--- src/rtl/uart_pkg.sv ---
// Shared UART definitions for the receive and transmit sides.
// FSM encoding gains a PARITY state only when UART_RX_PARITY_EN is defined.
package uart_pkg;

  localparam int unsigned CLKS_PER_BIT_DEF = 434;
  localparam int unsigned DATA_BITS_DEF    = 8;
  localparam int unsigned STATE_W          = 3;

  typedef enum logic [STATE_W-1:0] {
    ST_IDLE   = 3'd0,
    ST_START  = 3'd1,
    ST_DATA   = 3'd2,
`ifdef UART_RX_PARITY_EN
    ST_PARITY = 3'd3,
`endif
    ST_STOP   = 3'd4
  } uart_state_e;

endpackage

--- src/rtl/sync_2ff.sv ---
// Single-bit two-flop synchronizer with a configurable reset level.
module sync_2ff #(
  parameter logic RESET_VAL = 1'b1
) (
  input  logic clk,
  input  logic reset,
  input  logic d,
  output logic q
);

  logic meta;

  // Two-stage capture of an asynchronous input
  always_ff @(posedge clk) begin
    if (reset) begin
      meta <= RESET_VAL;
      q    <= RESET_VAL;
    end else begin
      meta <= d;
      q    <= meta;
    end
  end

endmodule

--- src/rtl/uart_rx.sv ---
// UART receiver: 8N1 frames (8E1 with UART_RX_PARITY_EN), mid-bit sampling,
// one-byte holding register with valid/ack handshake and sticky overrun.
module uart_rx
  import uart_pkg::*;
#(
  parameter int unsigned CLKS_PER_BIT = CLKS_PER_BIT_DEF,
  parameter int unsigned DATA_BITS    = DATA_BITS_DEF
) (
  input  logic                 clock,
  input  logic                 reset,
  input  logic                 Rx,
  input  logic                 RxAck,
  output logic [DATA_BITS-1:0] Message_in,
  output logic                 RxValid,
  output logic                 RxDone,
  output logic                 Overrun,
  output logic                 FrameErr
`ifdef UART_RX_PARITY_EN
  ,
  output logic                 ParityErr
`endif
);

  localparam int unsigned CNT_W = $clog2(CLKS_PER_BIT);
  localparam int unsigned BIT_W = $clog2(DATA_BITS);

  uart_state_e          state, state_next;
  logic                 rx_sync, rx_prev;
  logic [CNT_W-1:0]     cnt;
  logic [BIT_W-1:0]     bit_cnt;
  logic [DATA_BITS-1:0] shift;

  logic fall_c, half_tick_c, bit_tick_c, last_bit_c;
  logic cnt_clear_c, start_edge_c, shift_en_c, stop_sample_c, frame_good_c, ack_c;

  sync_2ff #(.RESET_VAL(1'b1)) u_sync (
    .clk   (clock),
    .reset (reset),
    .d     (Rx),
    .q     (rx_sync)
  );

  assign fall_c      = rx_prev & ~rx_sync;
  assign half_tick_c = (cnt == CNT_W'(CLKS_PER_BIT / 2 - 1));
  assign bit_tick_c  = (cnt == CNT_W'(CLKS_PER_BIT - 1));
  assign last_bit_c  = (bit_cnt == BIT_W'(DATA_BITS - 1));
  assign ack_c       = RxAck & RxValid;

  // State register
  always_ff @(posedge clock) begin
    if (reset) state <= ST_IDLE;
    else       state <= state_next;
  end

  // Next-state logic
  always_comb begin
    state_next = state;
    case (state)
      ST_IDLE:  if (fall_c) state_next = ST_START;
      ST_START: if (half_tick_c) state_next = rx_sync ? ST_IDLE : ST_DATA;
`ifdef UART_RX_PARITY_EN
      ST_DATA:   if (bit_tick_c && last_bit_c) state_next = ST_PARITY;
      ST_PARITY: if (bit_tick_c) state_next = ST_STOP;
`else
      ST_DATA:  if (bit_tick_c && last_bit_c) state_next = ST_STOP;
`endif
      ST_STOP:  if (bit_tick_c) state_next = ST_IDLE;
      default:  state_next = ST_IDLE;
    endcase
  end

`ifdef UART_RX_PARITY_EN
  logic parity_sample_c;
  logic parity_bad;
`endif

  // Per-state control strobes
  always_comb begin
    cnt_clear_c   = 1'b0;
    start_edge_c  = 1'b0;
    shift_en_c    = 1'b0;
    stop_sample_c = 1'b0;
`ifdef UART_RX_PARITY_EN
    parity_sample_c = 1'b0;
`endif
    case (state)
      ST_IDLE: begin
        cnt_clear_c  = 1'b1;
        start_edge_c = fall_c;
      end
      ST_START: cnt_clear_c = half_tick_c;
      ST_DATA: begin
        cnt_clear_c = bit_tick_c;
        shift_en_c  = bit_tick_c;
      end
`ifdef UART_RX_PARITY_EN
      ST_PARITY: begin
        cnt_clear_c     = bit_tick_c;
        parity_sample_c = bit_tick_c;
      end
`endif
      ST_STOP: begin
        cnt_clear_c   = bit_tick_c;
        stop_sample_c = bit_tick_c;
      end
      default: cnt_clear_c = 1'b1;
    endcase
  end

  // Baud counter, bit counter, shift register and edge history
  always_ff @(posedge clock) begin
    if (reset) begin
      cnt     <= '0;
      bit_cnt <= '0;
      shift   <= '0;
      rx_prev <= 1'b1;
    end else begin
      rx_prev <= rx_sync;
      cnt     <= cnt_clear_c ? '0 : cnt + CNT_W'(1);
      if (start_edge_c)    bit_cnt <= '0;
      else if (shift_en_c) bit_cnt <= bit_cnt + BIT_W'(1);
      if (shift_en_c) shift <= {rx_sync, shift[DATA_BITS-1:1]};
    end
  end

`ifdef UART_RX_PARITY_EN
  // Even parity: the received parity bit must equal the XOR of the data bits
  always_ff @(posedge clock) begin
    if (reset)                parity_bad <= 1'b0;
    else if (parity_sample_c) parity_bad <= rx_sync ^ (^shift);
  end

  assign frame_good_c = stop_sample_c & rx_sync & ~parity_bad;
`else
  assign frame_good_c = stop_sample_c & rx_sync;
`endif

  // Holding register, handshake and status pulses
  always_ff @(posedge clock) begin
    if (reset) begin
      Message_in <= '0;
      RxValid    <= 1'b0;
      RxDone     <= 1'b0;
      Overrun    <= 1'b0;
      FrameErr   <= 1'b0;
`ifdef UART_RX_PARITY_EN
      ParityErr  <= 1'b0;
`endif
    end else begin
      RxDone   <= frame_good_c;
      FrameErr <= stop_sample_c & ~rx_sync;
`ifdef UART_RX_PARITY_EN
      ParityErr <= stop_sample_c & parity_bad;
`endif
      if (frame_good_c) begin
        Message_in <= shift;
        RxValid    <= 1'b1;
        if (RxValid && !RxAck) Overrun <= 1'b1;
        else if (ack_c)        Overrun <= 1'b0;
      end else if (ack_c) begin
        RxValid <= 1'b0;
        Overrun <= 1'b0;
      end
    end
  end

endmodule

--- config.mk ---
export PLATFORM = sky130hd
export DESIGN_NAME = uart_rx
export DESIGN_NICKNAME = d
export VERILOG_FILES = /design/src/rtl/uart_pkg.sv /design/src/rtl/sync_2ff.sv /design/src/rtl/uart_rx.sv
export SDC_FILE = /design/constraint.sdc
export NUM_CORES = 1
export LEC_CHECK = 0
export ABC_AREA = 1
export ABC_CLOCK_PERIOD_IN_PS = 2150
export BUFFER_PORTS_ARGS = -buffer_cell sky130_fd_sc_hd__buf_4
export CORE_UTILIZATION = 50
export DETAILED_ROUTE_END_ITERATION = 10
export GPL_ROUTABILITY_DRIVEN = 1
export PLACE_DENSITY = 0.76
export SYNTH_ARGS = -nofsm -noshare
export SYNTH_HDL_FRONTEND = slang
export SYNTH_SLANG_ARGS = --single-unit
--- constraint.sdc ---
create_clock -name clock -period 2.15 [get_ports clock]
set_clock_uncertainty 0.2 [all_clocks]
set_input_delay 0.3225 -clock clock [delete_from_list [all_inputs] [get_ports clock]]
set_output_delay 0.3225 -clock clock [all_outputs]
set_load 0.02 [all_outputs]
* After elaboration in Yosys (flattened, before gate mapping)
Index checks and enable logic that the tools add are counted. W data, S select, Z words.
Storage, ports and cells: register bits 38, output and inout bits 12, logic and storage cells 53
Operators by class: $add $sub $neg 2, bitwise gates (word level) 5, equality and inequality tests 10, reductions and logical operators 9, multiplexer cells 15
Operators with widths (number):
- $mux W3 | 4
- $pmux W3 S4 | 1
- $add A9 B1 Y9 const B | 1
- $eq A9 B8 Y1 const B | 1
- $eq A9 B9 Y1 const B | 1
- $mux W1 | 8
- $ne A2 B2 Y1 const B | 4
- $eq A3 B3 Y1 const B | 2
- $reduce_or A2 Y1 | 3
- $and A1 B1 Y1 | 4
- $reduce_and A4 Y1 | 1
- $add A3 B1 Y3 const B | 1
- $eq A3 B1 Y1 const B | 1
- $eq A3 B2 Y1 const B | 1
- $logic_not A3 Y1 | 1
- $logic_and A1 B1 Y1 | 2
- $mux W2 | 1
- $pmux W1 S2 | 1
- $reduce_bool A2 Y1 | 1
- $logic_not A1 Y1 | 1
- $not A1 Y1 | 1

* Logic depth before layout (Yosys ltp)
Gate-level depths: netlist of run 1.
word-level depth 4, mapped depth 10, depth with buffers taken out 10

* Hierarchy
Synthesis of run 1 repeated with hierarchy kept, for this count alone.
Unflattened totals: cells, all modules 210, area total of the unflattened synthesis 1602.8 µm²
By module, submodules not included:
- uart_rx | area each 1544.0 µm², cells each 203, times used 1
- sync_2ff | area each 58.8 µm², cells each 7, times used 1

* Least setup slack after synthesis of run 1
No wires, ideal clock.
path kind reg2reg, from register cnt[0], to register state[2], cell stages (with the launch flop) 9, setup slack 0.625 ns, data required time 1.884 ns, clock period less this slack 1.525 ns, arrival 1.259 ns, path buffers 1, cells stage by stage dfxtp_1 > ha_1 > nand2_1 > nor2_2 > nand2_4 > nor2_8 > buf_8 > nand3_4 > a21oi_2
On the way: cells in the longest elaborated chain, start to end 4, elaborated cells on any way between the ends 7
Ends and longest elaborated chain:
- start, declared | line uart_rx.sv:29 | logic [CNT_W-1:0] cnt;
- start signal, assigned | line uart_rx.sv:119 | cnt <= cnt_clear_c ? '0 : cnt + CNT_W'(1);
- $eq A9 B9 Y1 | line uart_rx.sv:45 | assign bit_tick_c = (cnt == CNT_W'(CLKS_PER_BIT - 1));
- $logic_and A1 B1 Y1 | line uart_rx.sv:65 | ST_DATA: if (bit_tick_c && last_bit_c) state_next = ST_STOP;
- $ne A2 B2 Y1 (no source line)
- $reduce_and A4 Y1 (no source line) *
- end signal, assigned | line uart_rx.sv:52 | else state <= state_next;
- end, declared | line uart_rx.sv:27 | uart_state_e state, state_next;
Mark *: on every way between the ends. The rest lies on a longest branch, timed or not. A chain may end at the register's enable or synchronous reset.

* Final worst setup path of run 1
from register cnt[0], to register bit_cnt[1]
On the way: cells in the longest elaborated chain, start to end 2
Ends and longest elaborated chain:
- $eq A9 B9 Y1 | line uart_rx.sv:45
- $mux W1 | line uart_rx.sv:86 | case (state)
- end signal, assigned | line uart_rx.sv:121 | else if (shift_en_c) bit_cnt <= bit_cnt + BIT_W'(1);
- end, declared | line uart_rx.sv:30 | logic [BIT_W-1:0] bit_cnt;
No other way between the ends.

==> impl_metrics.py, run 1 <==
metrics = {
    "synthesis": {
        "synth_simple_gate_area_share": 0.3265,
        "synth_edf_count": 0,
        "synth_top_family_by_area": "simple AND/OR/NAND/NOR gates",
        "synth.net_count": 220,
        "syn_area_mm2": 0.001652,
        "synth_area_per_cell_um2": 7.827,
        "synthCells": 211,
        "synth_xor_xnor_area_share": 0.02652,
        "synth-async-reset-ratio": 0,
        "ys_ff_latch": 38,
        "synth_top_cell_by_area": "dfxtp_1",
        "synth_ff_type": "dfxtp_1",
        "synth-adder-area-share": 0.03788,
        "yosysWarningCount": 0,
        "synth_top_area_share": 0.4606,
        "ys_top_cells_by_area": "dfxtp_1, nor2_1, nand2_1, inv_1, ha_1",
        "ys_seq_area_frac": 0.4606,
        "synth_compound_area_frac": 0.07803,
        "synthMuxAreaShare": 0,
        "ys_types": 29,
    },
    "cells_and_area": {
        "fillers": 298,
        "finish.instance_area_mm2": 0.001907,
        "final_util": 0.6145,
        "nNetsFinal": 242,
        "final_layout_size_suffix_gt1_frac": 0.2051,
        "layout-area-overhead-vs-synth_pct": 15.45,
        "antenna_cells": 0,
    },
    "clocking": {
        "cts-root-buf": "clkbuf_4",
        "cts_tree": "done",
        "cts_sinks": 38,
        "post_cts_buffers": 0,
        "htree_num_levels": 2,
        "cts_buffers": 5,
        "cts_buffer_depth": 2,
        "insertion_delay_ns": 0.35,
        "clkTransAtPathRegs_ns": 0.12,
    },
    "critical_path": {
        "r2r-end": "bit_cnt[1]",
        "worstPathMaxFanout": 14,
        "critPathLaunchType": "flip-flop",
        "path_class": "reg -> reg",
        "cp.arrival_ns": 1.80,
        "critPathRequiredTime_ns": 2.21,
        "reg2regPathDepth": 8,
        "rrSetupSlack_ns": 0.40,
        "endpoint_kind": "flip-flop",
        "r2r_start": "cnt[0]",
    },
    "drt": {
        "routed_via_density": 4.662,
        "drtIter0Drc": 80,
        "dr.pass1.iters": 4,
        "drc_errors": 0,
        "routed_wl_um": 2761,
        "wire_per_inst_um": 9.932,
        "antenna_left": 0,
        "vias": 1296,
    },
    "global_routing": {
        "grt_overflow": 0,
        "first_global_vias": 1098,
        "track_usage": 0.1818,
        "grt_max_degree": 15,
        "antenna_found_initial": 0,
        "grt_pass1_wl_um": 4650,
    },
    "placement": {
        "place_area_mm2": 0.001804,
        "numPortBuffers": 15,
        "gp_congestion": 0.8144,
        "hpwl_um": 2033,
    },
    "run": {
        "cap_violations": 0,
    },
    "timing": {
        "finalSetupViolations": 0,
        "tightest_slew_ns": 0.3362,
        "tns_ns": 0,
        "fin_crit_ns": 1.747,
        "finalCritPeriodShare": 0.8124,
        "rsz0062_at_grt": "no",
        "hold_viol_final": 0,
        "max_freq_mhz": 572.5,
        "relSlewSlack": 0.7756,
        "slew_violations": 0,
    },
    "power_and_ir_drop": {
        "p_leak_nw": 0.8765,
        "switching_share": 0.2623,
        "clock_power_share": 0.349,
        "p_switching_mw": 0.3629,
        "vdd_drop_max_uv": 535.5,
        "combPwrFrac": 0.114,
        "cellPowerDensity_mw_per_mm2": 725.5,
        "power.internal_mw": 1.021,
        "seq_power_share": 0.537,
        "total_power_mw": 1.384,
    },
    "die": {
        "io_pins": 16,
        "dieArea_mm2": 0.003537,
        "row_count": 20,
        "coreArea_mm2": 0.003103,
        "fp.dieW_um": 59.48,
        "start_util": 0.5323,
        "die_h_um": 59.48,
    },
    "min_path": {
        "hp-start": "RxAck",
        "whs_path_depth": 4,
        "holdPathEnd": "RxValid",
        "hp-class": "in -> reg",
    },
    "outcome": {
        "status": "complete, no violations",
    },
}
[placed cells by master (no fill, tap or decap), drive strengths merged]
| master | instances |
|---|---|
| a21oi | 6 |
| and3 | 1 |
| buf | 16 |
| bufinv | 1 |
| clkbuf | 5 |
| clkinvlp | 2 |
| dfxtp | 38 |
| dlygate4sd3 | 2 |
| ha | 5 |
| inv | 25 |
| nand2 | 34 |
| nand3 | 7 |
| nand3b | 1 |
| nand4 | 3 |
| nor2 | 56 |
| nor3 | 4 |
| nor4 | 1 |
| o21ai | 19 |
| or2 | 3 |
| xor2 | 5 |
[how the worst max path moves through the flow]
stage	startpoint	endpoint	depth (start not counted)
4_1_cts	cnt[0]	bit_cnt[2]	8
6_report	cnt[0]	bit_cnt[1]	8
3_5_place_dp	cnt[0]	bit_cnt[2]	8
2_1_floorplan	cnt[0]	state[2]	8
5_1_grt	cnt[0]	shift[2]	8
3_3_place_gp	cnt[0]	bit_cnt[2]	8
[stage by stage]
stage / setup slack, ns / hold WS (ns) / std cells
floorplan: 0.6255 / 0.1849 / 211
global placement: 0.4748 / 0.1922 / 268
detailed placement: 0.3975 / 0.1988 / 268
CTS: 0.3872 / 0.007677 / 278
global route: 0.2562 / 0.001022 / 278
finish: 0.4033 / 0.03001 / 278
[worst max-delay path, stage by stage (launching register included)]
cell,delay (ns)
dfxtp_1,0.43
ha_1,0.22
nand2_1,0.07
nor2_2,0.14
nand2_4,0.09
nor2_8,0.20
inv_2,0.13
nor2_1,0.13
nor2_1,0.06
[power groups by stage]
stage / Combinational (mW) / Sequential, mW / Clock, mW
final: 0.158 / 0.743 / 0.483
after floorplan: 0.127 / 0.754 / 0
after global routing: 0.179 / 0.747 / 0.536
after global placement: 0.152 / 0.757 / 0
after CTS: 0.160 / 0.743 / 0.503
after detailed placement: 0.156 / 0.759 / 0
[cell families after synthesis]
| family | after synthesis |
|---|---|
| fa+ha+maj | 5 |
| buf+inv | 28 |
| compound gates | 25 |
| simple gates | 110 |
| flops | 38 |
| xor+xnor | 5 |
[flip-flops by register name, summed over array words and instances, names as in the netlist, 3 cells and up, named ones only]
signal and count:
cnt 9, Message_in 8, shift 8, bit_cnt 3
state 3
[timing repair]
item | 4_1_cts | 5_1_grt
hold endpoints to repair | 5 | 0
setup endpoints to repair | 0 | 0
gates resized for setup | 0 | 0
hold buffers | 2 | 0
[metal layers]
metal  routed length, µm  GRT usage  vias to the layer above
met5                   0          0                        -
met4                  20     0.1122                        0
met3                 119    0.04585                        2
met2                1159     0.2584                       27
met1                1461     0.2446                      563
li1                    -          -                      704
[synthesized netlist by cell type, types with 2 or more instances]
cell	number
xor2_1	5
or2_2	3
inv_2	8
nor2_8	2
nor2_2	2
nand2_1	30
inv_1	17
dfxtp_1	38
nand2_4	2
ha_1	5
o21ai_1	10
nand2_2	2
a21oi_1	5
nand3_1	5
nand4_1	2
nor3_1	4
nor2_1	51
o21ai_0	9
[cell type report]
type	count	area [µm²]	share of cell area
multi-input cells	145	774.5	0.4062
flip-flops and latches	38	760.7	0.3990
repair buffers	18	140.1	0.07349
inverters	25	93.84	0.04921
well taps	44	55.05	0.02887
clock inverters	3	45.04	0.02362
clock buffers	5	37.54	0.01969
(Power assumes the default switching activity.)
==> run 2: changes to the inputs <==
ABC_AREA = 0   (was 1)
ABC_CLOCK_PERIOD_IN_PS = 1650   (was 2150)
clock period = 1.65 ns   (was 2.15 ns; I/O delays follow)
==> run 2 against run 1 <==
The flow now finishes with violations (negative setup slack). Worst hold slack improved by 0.18 ns. Highest routed layer unchanged. Non-clock buffer count increased by 24. Power increased by 31%. Clock power increased by 71%. Flip-flop and latch count unchanged. Sequential share of layout area decreased by 4.5 points. Combinational power decreased by 59%. Die area decreased by 1.5%. Critical path depth decreased by 3.
==> impl_metrics.py, run 2 <==
metrics = {
    "clocking": {
        "cts_buffer_depth": 2,
        "clkTransAtPathRegs_ns": 0.12,
        "htree_num_levels": 2,
        "insertion_delay_ns": 0.34,
        "cts_buffers": 5,
        "cts_sinks": 38,
        "cts_tree": "done",
        "cts-root-buf": "clkbuf_4",
    },
    "synthesis": {
        "synth.net_count": 169,
        "synth_compound_area_frac": 0.1292,
        "synth_top_family_by_area": "simple AND/OR/NAND/NOR gates",
        "synth_common_cells": "dfxtp_1, nand2_1, mux2i_1",
        "ys_ff_latch": 38,
        "synth.most_common_cell": "dfxtp_1",
        "synth_area_per_cell_um2": 10.17,
        "synthMuxAreaShare": 0.09846,
        "synth_edf_count": 0,
        "ys_types": 46,
        "synth_top_area_share": 0.4677,
        "ys_top_cells_by_area": "dfxtp_1, mux2i_1, nand2_1, ha_1, a21oi_1",
        "synth-async-reset-ratio": 0,
        "yosysWarningCount": 0,
        "synth_xor_xnor_area_share": 0.01615,
        "synth_top_cell_by_area": "dfxtp_1",
        "ys_seq_area_frac": 0.4677,
        "syn_area_mm2": 0.001627,
        "synthCells": 160,
        "synth_simple_gate_area_share": 0.2162,
        "synth-adder-area-share": 0.03846,
        "synth_ff_type": "dfxtp_1",
    },
    "min_path": {
        "hp-class": "reg -> reg",
        "holdPathEnd": "u_sync.q",
        "whs_path_depth": 1,
        "hp-start": "u_sync.meta",
    },
    "global_routing": {
        "grt_overflow": 0,
        "use_met1": 0.2666,
        "antenna_found_initial": 0,
        "track_usage": 0.2213,
        "grt_max_degree": 18,
        "top_usage_layer": "met2",
        "grt_pass1_wl_um": 5664,
        "met3_usage": 0.04585,
        "first_global_vias": 1295,
        "use_met2": 0.3750,
    },
    "drt": {
        "routed_wl_um": 3720,
        "vias": 1428,
        "routed_via_density": 5.758,
        "drc_errors": 0,
        "dr.pass1.iters": 4,
        "antenna_left": 0,
        "drtIter0Drc": 54,
        "wire_per_inst_um": 15.00,
    },
    "timing": {
        "hold_viol_final": 0,
        "max_freq_mhz": 561.6,
        "hold_slack_ns": 0.2147,
        "slew_violations": 0,
        "relSlewSlack": 0.7959,
        "timing.final.ws_setup_ns": -0.1306,
        "rsz0062_at_grt": "yes",
        "tightest_slew_ns": 0.3049,
        "fin_crit_ns": 1.781,
        "finalSetupViolations": 24,
        "finalCritPeriodShare": 1.079,
    },
    "cells_and_area": {
        "nNetsFinal": 212,
        "final_common_cell": "buf_4",
        "antenna_cells": 0,
        "layout-area-overhead-vs-synth_pct": 35.15,
        "final_layout_size_suffix_gt1_frac": 0.3725,
        "mostFrequentLayoutCells": "buf_4, dfxtp_1, nand2_1, mux2i_1, a21oi_1",
        "largest_register_ffs": 9,
        "stdcell_count": 248,
        "max_flop_register": "cnt",
        "reg_top3": "cnt x9, Message_in x8, shift x8",
    },
    "placement": {
        "hpwl_um": 2402,
        "numPortBuffers": 15,
        "gp_congestion": 0.7943,
        "dp_cells": 231,
        "place_ws_ns": -0.1842,
    },
    "power_and_ir_drop": {
        "cellPowerDensity_mw_per_mm2": 825.0,
        "total_power_mw": 1.814,
        "p_leak_nw": 0.8589,
        "vdd_drop_max_uv": 705.5,
    },
    "die": {
        "start_util": 0.5285,
        "fp.dieW_um": 59.04,
        "row_count": 20,
        "die_h_um": 59.04,
        "dieArea_mm2": 0.003485,
        "io_pins": 16,
        "coreArea_mm2": 0.003078,
    },
    "critical_path": {
        "worstPathMaxFanout": 5,
        "path_class": "reg -> reg",
        "r2r_start": "cnt[1]",
        "critPathRequiredTime_ns": 1.68,
        "cp.arrival_ns": 1.81,
        "reg2regPathDepth": 5,
        "rrSetupSlack_ns": -0.13,
        "endpoint_kind": "flip-flop",
        "critPathLaunchType": "flip-flop",
        "r2r-end": "cnt[6]",
        "crit_start": "cnt[1]",
    },
    "outcome": {
        "status": "complete, but fails checks",
        "violations": "negative setup slack",
    },
    "run": {
        "cap_violations": 0,
    },
}
## run 2: cell count changes after synthesis, moves of 4 or more
| cell | previous run | this run |
|---|---|---|
| nor2_1 | 51 | 2 |
| o31ai_1 | 0 | 5 |
| inv_2 | 8 | 0 |
| nand2_1 | 30 | 21 |
| mux2i_1 | 0 | 16 |
| inv_1 | 17 | 2 |
| a22oi_1 | 0 | 4 |
| o21ai_1 | 10 | 0 |
| a21oi_1 | 5 | 9 |
## run 2: worst max-delay path: stages (launching register included)
cell      delay, ns
dfxtp_2        0.34
inv_2          0.07
ha_1           0.15
or4b_4         0.52
o211ai_4       0.25
a22oi_1        0.13
## run 2: kinds of logic after synthesis
logic type | count (synthesis)
buffers and inverters | 10
adder cells (fa/ha/maj) | 5
AND/OR/NAND/NOR | 58
XOR/XNOR | 3
AO/OA/AOI/OAI | 30
flip-flops | 38
multiplexers | 16
## run 2: report_power, final
group / internal, mW / leakage (nW) / switching, mW
Sequential: 0.917 / 0.311 / 0.00492
Clock: 0.513 / 0.0585 / 0.314
Combinational: 0.0306 / 0.490 / 0.0337
Total: 1.46 / 0.859 / 0.353
## run 2: metal layers
layer,up-vias,part of all wire
li1,677,-
met1,667,0.43
met2,67,0.49
met3,17,0.045
met4,0,0.027
met5,-,0
## run 2: worst max-delay path by stage
stage,slack [ns],to
detailed placement,-0.18,shift[1]
CTS,-0.12,cnt[6]
global route,-0.16,cnt[5]
global placement,-0.09,shift[3]
finish,-0.13,cnt[6]
floorplan,-0.02,cnt[5]
## run 2: what timing repair did
action                                  in CTS  in global routing
endpoints found under the hold margin        5                  0
buffers inserted                             0                  6
hold buffers                                 3                  0
gates resized for setup                     11                 17
endpoints found under the setup margin      32                 34
gates cloned                                 1                  0
pin swaps                                    3                 11
## run 2: through the flow
step           cell area, µm²  TNS (ns)  utilization
2_1_floorplan            1628  -0.06889            -
3_3_place_gp             1907    -1.754       0.6195
3_5_place_dp             1907    -3.404       0.6195
4_1_cts                  2117    -1.871       0.6878
5_1_grt                  2198    -3.018       0.7142
6_report                 2198    -1.526       0.7142
## run 2: area by class of cell
| cell class | instances | area [µm²] |
|---|---|---|
| Multi-Input combinational cell | 113 | 912.1 |
| Fill cell | 219 | 879.6 |
| Sequential cell | 38 | 778.2 |
| Timing Repair Buffer | 42 | 330.3 |
| Clock inverter | 2 | 60.06 |
| Tap cell | 44 | 55.05 |
| Clock buffer | 6 | 51.30 |
| Inverter | 3 | 11.26 |
==> run 3: changes to the inputs <==
CAP_MARGIN = 25   (was default)
GPL_ROUTABILITY_DRIVEN = 0   (was 1)
SETUP_SLACK_MARGIN = 0.02   (was default)
==> run 3 against run 2 <==
The flow still finishes with violations (negative setup slack). Non-clock buffer count fell by 1. Register-to-register slack is essentially flat. Final area is 1.8% lower. Critical path type unchanged. Critical endpoint is now cnt[8]. Highest routed layer unchanged.
==> impl_metrics.py, run 3 (synthesis gave the netlist of run 2 again) <==
metrics = {
    "cells_and_area": {
        "final_layout_size_suffix_gt1_frac": 0.3793,
        "max_flop_register": "cnt",
        "reg_top3": "cnt x9, Message_in x8, shift x8",
        "antenna_cells": 0,
        "largest_register_ffs": 9,
        "final_common_cell": "buf_4",
        "layout-area-overhead-vs-synth_pct": 32.77,
        "mostFrequentLayoutCells": "buf_4, dfxtp_1, nand2_1, mux2i_1",
        "nNetsFinal": 211,
    },
    "global_routing": {
        "grt_overflow": 0,
        "grt_max_degree": 18,
        "first_global_vias": 1329,
        "grt_pass1_wl_um": 5823,
        "track_usage": 0.2221,
        "antenna_found_initial": 0,
    },
    "critical_path": {
        "crit_chain": "inv_4 -> ha_4 -> or4b_4 -> o211ai_4 -> a22oi_1",
        "critical_path.max_stage_delay_ns": 0.50,
        "critPathLaunchType": "flip-flop",
        "cp_slowest_cell": "or4b_4",
        "endpoint_kind": "flip-flop",
        "path_class": "reg -> reg",
        "critPathRequiredTime_ns": 1.67,
        "crit_family": "simple AND/OR/NAND/NOR gates",
        "cp.arrival_ns": 1.80,
        "worstPathMaxFanout": 5,
        "worst-path-buf-inv": 1,
    },
    "clocking": {
        "cts-root-buf": "clkbuf_4",
        "cts_buffers": 5,
        "cts_sinks": 38,
        "htree_num_levels": 2,
        "cts_tree": "done",
        "insertion_delay_ns": 0.35,
        "clkTransAtPathRegs_ns": 0.11,
        "cts_buffer_depth": 2,
    },
    "timing": {
        "max_freq_mhz": 561.0,
        "tightest_slew_ns": 0.4173,
        "relSlewSlack": 0.7194,
        "tns_ns": -1.273,
        "hold_slack_ns": 0.2246,
        "finalSetupViolations": 25,
        "fin_crit_ns": 1.783,
        "hold_viol_final": 0,
        "slew_violations": 0,
        "timing.final.ws_setup_ns": -0.1325,
        "rsz0062_at_grt": "yes",
        "finalCritPeriodShare": 1.080,
    },
    "outcome": {
        "status": "complete, but fails checks",
        "violations": "negative setup slack",
    },
    "die": {
        "fp.dieW_um": 59.04,
        "dieArea_mm2": 0.003485,
        "die_h_um": 59.04,
        "start_util": 0.5285,
        "row_count": 20,
        "io_pins": 16,
        "coreArea_mm2": 0.003078,
    },
    "placement": {
        "hpwl_um": 2389,
        "numPortBuffers": 15,
    },
    "drt": {
        "vias": 1348,
        "routed_via_density": 5.457,
        "drc_errors": 0,
        "routed_wl_um": 3551,
        "drtIter0Drc": 27,
        "wire_per_inst_um": 14.38,
        "antenna_left": 0,
        "dr.pass1.iters": 4,
    },
    "run": {
        "cap_violations": 0,
    },
    "power_and_ir_drop": {
        "total_power_mw": 1.502,
        "p_leak_nw": 0.8313,
        "cellPowerDensity_mw_per_mm2": 695.4,
        "vdd_drop_max_uv": 547.9,
    },
    "min_path": {
        "hp-class": "reg -> reg",
    },
}
==> run 3: final timing paths <==
check	from	to	slack [ns]	depth (start not counted)
setup / recovery	cnt[1]	cnt[8]	-0.13	5
hold reg to reg	u_sync.meta	u_sync.q	0.22	1
hold / removal	u_sync.meta	u_sync.q	0.22	1
setup reg to reg	cnt[1]	cnt[8]	-0.13	5
==> run 3: area by class of cell <==
type,count,area (µm²)
clock inverters,2,12.51
well taps,44,55.05
clock buffers,6,51.30
fillers,255,918.4
flip-flops and latches,38,772.0
multi-input cells,113,924.6
inverters,3,16.27
repair buffers,41,327.8
==> run 3: power breakdown <==
| group | switching, mW | internal (mW) | leakage, nW |
|---|---|---|---|
| logic | 0.0321 | 0.0305 | 0.487 |
| clock network | 0.309 | 0.205 | 0.0343 |
| registers | 0.00516 | 0.920 | 0.310 |
==> run 3: layer usage <==
metal / GRT usage / vias to the layer above / part of all wire
met4: 0.07143 / 0 / 0.0056
li1: - / 680 / -
met5: 0 / - / 0
met3: 0.05240 / 3 / 0.031
met1: 0.2863 / 643 / 0.46
met2: 0.3669 / 22 / 0.50
==> run 3: repair_timing <==
item / CTS / global route
hold endpoints to repair: 4 / 0
resized for setup: 11 / 18
setup endpoints to repair: 33 / 35
gates cloned: 1 / 0
hold buffers: 3 / 0
pin swaps: 4 / 9
buffers inserted: 2 / 1
==> run 3: through the flow <==
step                instances  area, µm²    util  setup slack (ns)
floorplan                 160       1634       -          -0.01716
global placement          232       1914  0.6220          -0.08080
detailed placement        232       1914  0.6220           -0.1330
CTS                       246       2074  0.6740           -0.1021
global route              247       2160  0.7016           -0.1830
finish                    247       2160  0.7016           -0.1325
